`src/rtl/store_buffer_if.sv`:
```
// Store-buffer port bundle: store push, load hazard probe, memory write drain.
// No logic, wiring only; the master drives stores, loads and bus_ack.
// The slave (the buffer) returns st_ready, ld_hazard, the bus request and occupancy.
// Ports: st_* push, ld_* hazard probe, bus_* drain, empty/count occupancy.
interface store_buffer_if #(
  parameter int PTR_W = 2
);
  logic             st_valid;
  logic [31:0]      st_addr;
  logic [3:0]       st_we;
  logic [31:0]      st_wdata;
  logic             st_ready;
  logic             ld_check;
  logic [31:0]      ld_addr;
  logic             ld_hazard;
  logic             bus_req;
  logic [31:0]      bus_addr;
  logic [3:0]       bus_wstrb;
  logic [31:0]      bus_wdata;
  logic             bus_ack;
  logic             empty;
  logic [PTR_W:0]   count;

  modport slave (
    input  st_valid, st_addr, st_we, st_wdata, ld_check, ld_addr, bus_ack,
    output st_ready, ld_hazard, bus_req, bus_addr, bus_wstrb, bus_wdata, empty, count
  );

  modport master (
    output st_valid, st_addr, st_we, st_wdata, ld_check, ld_addr, bus_ack,
    input  st_ready, ld_hazard, bus_req, bus_addr, bus_wstrb, bus_wdata, empty, count
  );
endinterface

```
`src/rtl/store_buffer.sv`:
```
// In-order write buffer between the store aligner and the data SRAM / memory bus port.
// Latency: a pushed store reaches the bus head the next cycle; one push and one pop per cycle.
// Backpressure: st_ready drops only when full (registered state only); the head is held until bus_ack.
// Ports: clk, resetn (async active-low), sb (slave modport: st_*, ld_*, bus_*, empty, count).
module store_buffer #(
  parameter int DEPTH = 4,
  parameter int PTR_W = 2
) (
  input  logic          clk,
  input  logic          resetn,
  store_buffer_if.slave sb
);

  localparam logic [PTR_W:0] FULL_CNT = (PTR_W+1)'(DEPTH);

  logic [PTR_W-1:0] wr_ptr_q, wr_ptr_d;
  logic [PTR_W-1:0] rd_ptr_q, rd_ptr_d;
  logic [PTR_W:0]   count_q, count_d;
  logic [DEPTH-1:0] vld_q, vld_d;
  logic [29:0]      addr_q  [DEPTH];
  logic [29:0]      addr_d  [DEPTH];
  logic [3:0]       we_q    [DEPTH];
  logic [3:0]       we_d    [DEPTH];
  logic [31:0]      wdata_q [DEPTH];
  logic [31:0]      wdata_d [DEPTH];

  logic empty, st_ready, push, pop, hit;
  logic unused_addr_lsbs;

  // Byte offsets within a word play no part in buffering or hazard matching.
  assign unused_addr_lsbs = ^{sb.st_addr[1:0], sb.ld_addr[1:0]};

  assign empty    = (count_q == '0);
  assign st_ready = (count_q != FULL_CNT);
  // A zero-strobe store is handshaken but never occupies an entry.
  assign push     = sb.st_valid & st_ready & (sb.st_we != 4'b0000);
  assign pop      = !empty & sb.bus_ack;

  always_comb begin
    wr_ptr_d = wr_ptr_q;
    rd_ptr_d = rd_ptr_q;
    count_d  = count_q;
    vld_d    = vld_q;
    addr_d   = addr_q;
    we_d     = we_q;
    wdata_d  = wdata_q;
    // Pop first: when full, a push cannot happen anyway, and otherwise the
    // slots differ, so ordering the two updates is only for readability.
    if (pop) begin
      vld_d[rd_ptr_q] = 1'b0;
      rd_ptr_d        = rd_ptr_q + 1'b1;
    end
    if (push) begin
      vld_d[wr_ptr_q]   = 1'b1;
      addr_d[wr_ptr_q]  = sb.st_addr[31:2];
      we_d[wr_ptr_q]    = sb.st_we;
      wdata_d[wr_ptr_q] = sb.st_wdata;
      wr_ptr_d          = wr_ptr_q + 1'b1;
    end
    case ({push, pop})
      2'b10:   count_d = count_q + 1'b1;
      2'b01:   count_d = count_q - 1'b1;
      default: count_d = count_q;
    endcase
  end

  always_ff @(posedge clk or negedge resetn) begin
    if (!resetn) begin
      wr_ptr_q <= '0;
      rd_ptr_q <= '0;
      count_q  <= '0;
      vld_q    <= '0;
      for (int i = 0; i < DEPTH; i++) begin
        addr_q[i]  <= '0;
        we_q[i]    <= '0;
        wdata_q[i] <= '0;
      end
    end else begin
      wr_ptr_q <= wr_ptr_d;
      rd_ptr_q <= rd_ptr_d;
      count_q  <= count_d;
      vld_q    <= vld_d;
      addr_q   <= addr_d;
      we_q     <= we_d;
      wdata_q  <= wdata_d;
    end
  end

  // Hazard looks only at registered entries: a same-cycle push is ordered by
  // the pipeline, while a same-cycle pop still blocks the load this cycle.
  always_comb begin
    hit = 1'b0;
    for (int i = 0; i < DEPTH; i++) begin
      if (vld_q[i] && (addr_q[i] == sb.ld_addr[31:2])) hit = 1'b1;
    end
  end

  assign sb.ld_hazard = sb.ld_check & hit;
  assign sb.st_ready  = st_ready;
  assign sb.empty     = empty;
  assign sb.count     = count_q;
  assign sb.bus_req   = !empty;
  // Bus fields read as zero when idle so nothing stale is visible after reset or drain.
  assign sb.bus_addr  = empty ? 32'h0 : {addr_q[rd_ptr_q], 2'b00};
  assign sb.bus_wstrb = empty ? 4'h0  : we_q[rd_ptr_q];
  assign sb.bus_wdata = empty ? 32'h0 : wdata_q[rd_ptr_q];

endmodule
```
`src/flat_wrapper.sv`:
```
// flat-port wrapper written by rule: the top's interface ports become plain ports
module store_buffer_flat 
#(
  parameter int DEPTH = 4,
  parameter int PTR_W = 2
)
  (clk, resetn, sb_st_valid, sb_st_addr, sb_st_we, sb_st_wdata, sb_ld_check, sb_ld_addr, sb_bus_ack, sb_st_ready, sb_ld_hazard, sb_bus_req, sb_bus_addr, sb_bus_wstrb, sb_bus_wdata, sb_empty, sb_count);
  store_buffer_if #(.PTR_W(PTR_W)) sb_i ();
  input  logic clk;
  input  logic resetn;
  input wire logic [$bits(sb_i.st_valid)-1:0] sb_st_valid;
  input wire logic [$bits(sb_i.st_addr)-1:0] sb_st_addr;
  input wire logic [$bits(sb_i.st_we)-1:0] sb_st_we;
  input wire logic [$bits(sb_i.st_wdata)-1:0] sb_st_wdata;
  input wire logic [$bits(sb_i.ld_check)-1:0] sb_ld_check;
  input wire logic [$bits(sb_i.ld_addr)-1:0] sb_ld_addr;
  input wire logic [$bits(sb_i.bus_ack)-1:0] sb_bus_ack;
  output wire logic [$bits(sb_i.st_ready)-1:0] sb_st_ready;
  output wire logic [$bits(sb_i.ld_hazard)-1:0] sb_ld_hazard;
  output wire logic [$bits(sb_i.bus_req)-1:0] sb_bus_req;
  output wire logic [$bits(sb_i.bus_addr)-1:0] sb_bus_addr;
  output wire logic [$bits(sb_i.bus_wstrb)-1:0] sb_bus_wstrb;
  output wire logic [$bits(sb_i.bus_wdata)-1:0] sb_bus_wdata;
  output wire logic [$bits(sb_i.empty)-1:0] sb_empty;
  output wire logic [$bits(sb_i.count)-1:0] sb_count;
  assign sb_i.st_valid = sb_st_valid;
  assign sb_i.st_addr = sb_st_addr;
  assign sb_i.st_we = sb_st_we;
  assign sb_i.st_wdata = sb_st_wdata;
  assign sb_i.ld_check = sb_ld_check;
  assign sb_i.ld_addr = sb_ld_addr;
  assign sb_i.bus_ack = sb_bus_ack;
  assign sb_st_ready = sb_i.st_ready;
  assign sb_ld_hazard = sb_i.ld_hazard;
  assign sb_bus_req = sb_i.bus_req;
  assign sb_bus_addr = sb_i.bus_addr;
  assign sb_bus_wstrb = sb_i.bus_wstrb;
  assign sb_bus_wdata = sb_i.bus_wdata;
  assign sb_empty = sb_i.empty;
  assign sb_count = sb_i.count;
  store_buffer #(.DEPTH(DEPTH), .PTR_W(PTR_W)) u_core (.clk(clk), .resetn(resetn), .sb(sb_i));
endmodule
```
`config.mk`:
```
export PLATFORM = sky130hd
export DESIGN_NAME = store_buffer_flat
export DESIGN_NICKNAME = d
export VERILOG_FILES = /design/src/rtl/store_buffer_if.sv /design/src/rtl/store_buffer.sv /design/src/flat_wrapper.sv
export SDC_FILE = /design/constraint.sdc
export NUM_CORES = 1
export LEC_CHECK = 0
export CORE_MARGIN = 1
export CORE_UTILIZATION = 28
export CTS_CLUSTER_SIZE = 12
export DETAILED_ROUTE_END_ITERATION = 7
export MAX_ROUTING_LAYER = met4
export PLACE_DENSITY = 0.51
export SLEW_MARGIN = 40
export SYNTH_ARGS = -nofsm -noshare
export SYNTH_HDL_FRONTEND = slang
export SYNTH_SLANG_ARGS = --single-unit
```
`constraint.sdc`:
```
create_clock -name clk -period 3.6 [get_ports clk]
set_clock_uncertainty 0.1 [all_clocks]
set_input_delay 0.72 -clock clk [delete_from_list [all_inputs] [get_ports clk]]
set_output_delay 0.72 -clock clk [all_outputs]
set_load 0.01 [all_outputs]
```
==> qor.csv <==
metric;value;unit
status;completed;
DR pass1 iterations;4;
Power, Total;18.78;mW
largest area contributor in the synthesized netlist;sky130_fd_sc_hd__dfrtp_1;
Final Instance Count excl. Fillers;1876;
Met3 Routed Length;1964;microns
Hold/Removal Path Class;flip-flop to flip-flop;
starting density of the core;28.54;%
Rows;82;
top cells by area in the synthesized netlist;sky130_fd_sc_hd__dfrtp_1 48%, sky130_fd_sc_hd__mux2_4 12%, sky130_fd_sc_hd__mux2_2 12%, sky130_fd_sc_hd__mux4_2 10%, sky130_fd_sc_hd__xnor2_1 4.8%;
met1 routed wirelength after detailed routing;18790;microns
share of cells above drive strength 1;41.23;%
count of flip-flops with a built-in enable after synthesis;0;
arrival time worst endpoint;2.66;ns
worst-path cell chain;dlygate4sd2_1 -> buf_4 -> xnor2_1 -> nand4_1 -> nor4_1 -> nand4_1 -> a41oi_2 -> buf_4 -> dlygate4sd2_1;
highest metal layer with signal wires;met4;
startpoint of the worst setup timing path;sb_ld_addr[9];
first-pass GRT wire length;61930;microns
leading cell type in the layout, fill and taps excluded;sky130_fd_sc_hd__dfrtp_1;
chip height;228.6;microns
Place WS;-0.5590;ns
synthesis warning total;0;
total of flip-flops plus latches after synthesis;275;
final critical path time including I/O delays and setup;3.475;ns
Die Footprint;0.05225;sq mm
category of the most critical setup path;input port to output port;
core region area;0.05038;sq mm
post-synthesis xor/xnor area fraction;7.616;%
Area growth, synth to finish;29.41;%
largest net degree at the start of global routing;93;
slew of the pin with the lowest slew margin;0.5525;ns
clock tree from TritonCTS;built;
Max transition margin;63.17;%
delay of the slowest cell on the worst path;0.30;ns
Hold Path Origin;u_core.wdata_q[63]$_DFFE_PN0P_;
TritonCTS sink count;275;
synthesized-area fraction occupied by ao, oa, aoi and oai cells;0.3569;%
Post-Synth Adder-Cell Area;0.9226;%
overall track demand over capacity in global routing;16.18;%
most instantiated flip-flop cell in the synthesis netlist;sky130_fd_sc_hd__dfrtp_1;
library cell used as clock root buffer;sky130_fd_sc_hd__clkbuf_16;
fraction of the yosys area taken by sequential cells;47.87;%
depth of the CTS H-tree;2;
Initial DRC Count;445;
Final WS setup;0.1248;ns
number of routed nets with antenna violations;0;
met2 wire length;18730;microns
Tcrit/Tclk final;96.53;%
hold violation total from the final report;0;
leakage;8.106;nW
largest fanout on the critical path;4;
number of nets in the layout;1295;
final routed wirelength across all metal layers;40540;microns
via count of the routed design;8699;
cts bufs inserted;37;
HPWL reported at the end of detailed placement;28030;microns
mux contribution to synthesized area;34.12;%
CP required;2.78;ns
final setup vio count;0;
Syn Std Cell Area;0.01438;sq mm
maximum VDD drop;0.0005332;V
post-synthesis share of cell area spent on and, or, nand and nor gates;5.457;%
clock latency at the later pin of the worst-skew pair;0.53;ns
width of the chip;228.6;microns
setup repair after global routing missed its margin;false;
clock-pin slew of the registers on the worst-case setup and hold paths;0.05;ns
dominant combinational cell family by area after synthesis;multiplexers;
Congestion Overflow GR;0;
Critical-path top delay cell;sky130_fd_sc_hd__dlygate4sd2_1;
max-cap violations;0;
number of antenna violations at the first check in global routing;2;
number of vias per cell after detailed routing;4.637;
Max clock buf depth;3;
last weighted congestion value of the routability-driven placer;0.8429;
fraction of post-synthesis cell area in the top cell type by area;47.87;%
count of mapped cells out of synthesis;954;
launching point of the worst reg2reg path;u_core.sb.count[2]$_DFFE_PN0P_;
total count of max-transition violations in the final report;0;
I/O pins;180;
share of synthesized registers carrying an async set or reset;100.0;%
type of destination of the critical path;output port;
number of global-route vias before repair;9579;
count of buffers from port buffering;173;
FMAX;287.8;MHz
DP Cell Count;1811;
setup TNS;0;ns
power per cell area;1010;mW/mm^2
nature of the critical path startpoint;input port;
Avg Synthesized Cell Area;15.07;sq um
final routed DRC violation total;0;
wire per inst;21.61;microns
synth unique cells;28;
commonest cells after routing, fill and taps aside;273 x sky130_fd_sc_hd__dfrtp_1, 148 x sky130_fd_sc_hd__mux2_2, 141 x sky130_fd_sc_hd__clkdlybuf4s50_1;
Finished Core Util;36.93;%
==> cells in the mapped netlist, types with 2 or more instances <==
cell type	count
sky130_fd_sc_hd__nor4_1	16
sky130_fd_sc_hd__mux4_2	66
sky130_fd_sc_hd__inv_1	10
sky130_fd_sc_hd__xnor2_1	79
sky130_fd_sc_hd__buf_4	15
sky130_fd_sc_hd__mux2_2	148
sky130_fd_sc_hd__nand2_1	15
sky130_fd_sc_hd__buf_6	4
sky130_fd_sc_hd__nand2_4	4
sky130_fd_sc_hd__nand4_1	24
sky130_fd_sc_hd__buf_8	12
sky130_fd_sc_hd__xor2_1	46
sky130_fd_sc_hd__buf_2	6
sky130_fd_sc_hd__mux2_4	116
sky130_fd_sc_hd__o21ai_0	2
sky130_fd_sc_hd__buf_1	4
sky130_fd_sc_hd__nor2_1	2
sky130_fd_sc_hd__and2_1	67
sky130_fd_sc_hd__dfrtp_1	275
sky130_fd_sc_hd__clkbuf_1	27
sky130_fd_sc_hd__ha_1	9
==> cell type report <==
type	count	area [sq um]
clock buffers	52	1032
inverters	10	37.54
repair buffers	254	2584
diodes	1	2.502
flip-flops and latches	275	6889
multi-input cells	602	7139
fillers	4782	31770
well taps	672	840.8
clock inverters	10	77.57
==> timing repair <==
item,in CTS,in global routing
setup buffers,0,0
endpoints found under the hold margin,0,24
setup endpoints to repair,1,1
gates resized for setup,36,20
pin swaps,11,10
hold buffers,0,1
==> worst max-delay path: cells and delay by family <==
kind            cells  cell delay, ns
simple gates        3            0.58
buf+inv             4            0.86
xor+xnor            1            0.27
compound gates      1            0.22
==> logic make-up (layout without fill, tap and decap cells) <==
family | after synthesis | after routing
multiplexers | 331 | 331
flip-flops | 275 | 275
AND/OR/NAND/NOR | 129 | 129
XOR/XNOR | 125 | 125
buffers and inverters | 78 | 326
adder cells (fa/ha/maj) | 10 | 10
AO/OA/AOI/OAI | 5 | 5
other | 1 | 3
==> metal layers <==
| layer | GRT usage [%] | vias up |
|---|---|---|
| met5 | - | - |
| met1 | 21.39 | 4544 |
| met4 | 5.390 | 0 |
| li1 | - | 3873 |
| met3 | 3.306 | 60 |
| met2 | 24.65 | 222 |
==> state kept, by name (all words and copies together), names as in the netlist <==
| name | cells |
|---|---|
| u_core.addr_q | 120 |
| u_core.rd_ptr_q | 2 |
| u_core.sb.count | 3 |
| u_core.vld_q | 4 |
| u_core.wdata_q | 128 |
| u_core.we_q | 16 |
| u_core.wr_ptr_q | 2 |
==> final timing paths <==
path	to	slack (ns)	depth (start not counted)
max in group asynchronous	u_core.wdata_q[12]$_DFFE_PN0P_	1.89	4
min in group asynchronous	u_core.addr_q[73]$_DFFE_PN0P_	0.54	2
worst max-delay path	sb_ld_hazard	0.12	9
worst min-delay path	u_core.wdata_q[63]$_DFFE_PN0P_	0.40	1
worst min register to register	u_core.wdata_q[63]$_DFFE_PN0P_	0.40	1
worst max register to register	u_core.sb.count[2]$_DFFE_PN0P_	0.76	9
==> power breakdown <==
part	switching, mW	internal [mW]	leakage, nW
clock network	1.36	2.06	0.549
registers	1.28	4.71	3.26
logic	3.55	5.82	4.29
==> per-stage QoR <==
step	area (sq um)	hold slack (ns)
detailed placement	17300	0.3884
CTS	18480	0.1513
floorplan	14380	0.3244
global route	18600	0.4154
finish	18600	0.3985
global placement	17300	0.3815
Note: power is estimated with default switching activity, not from simulation.
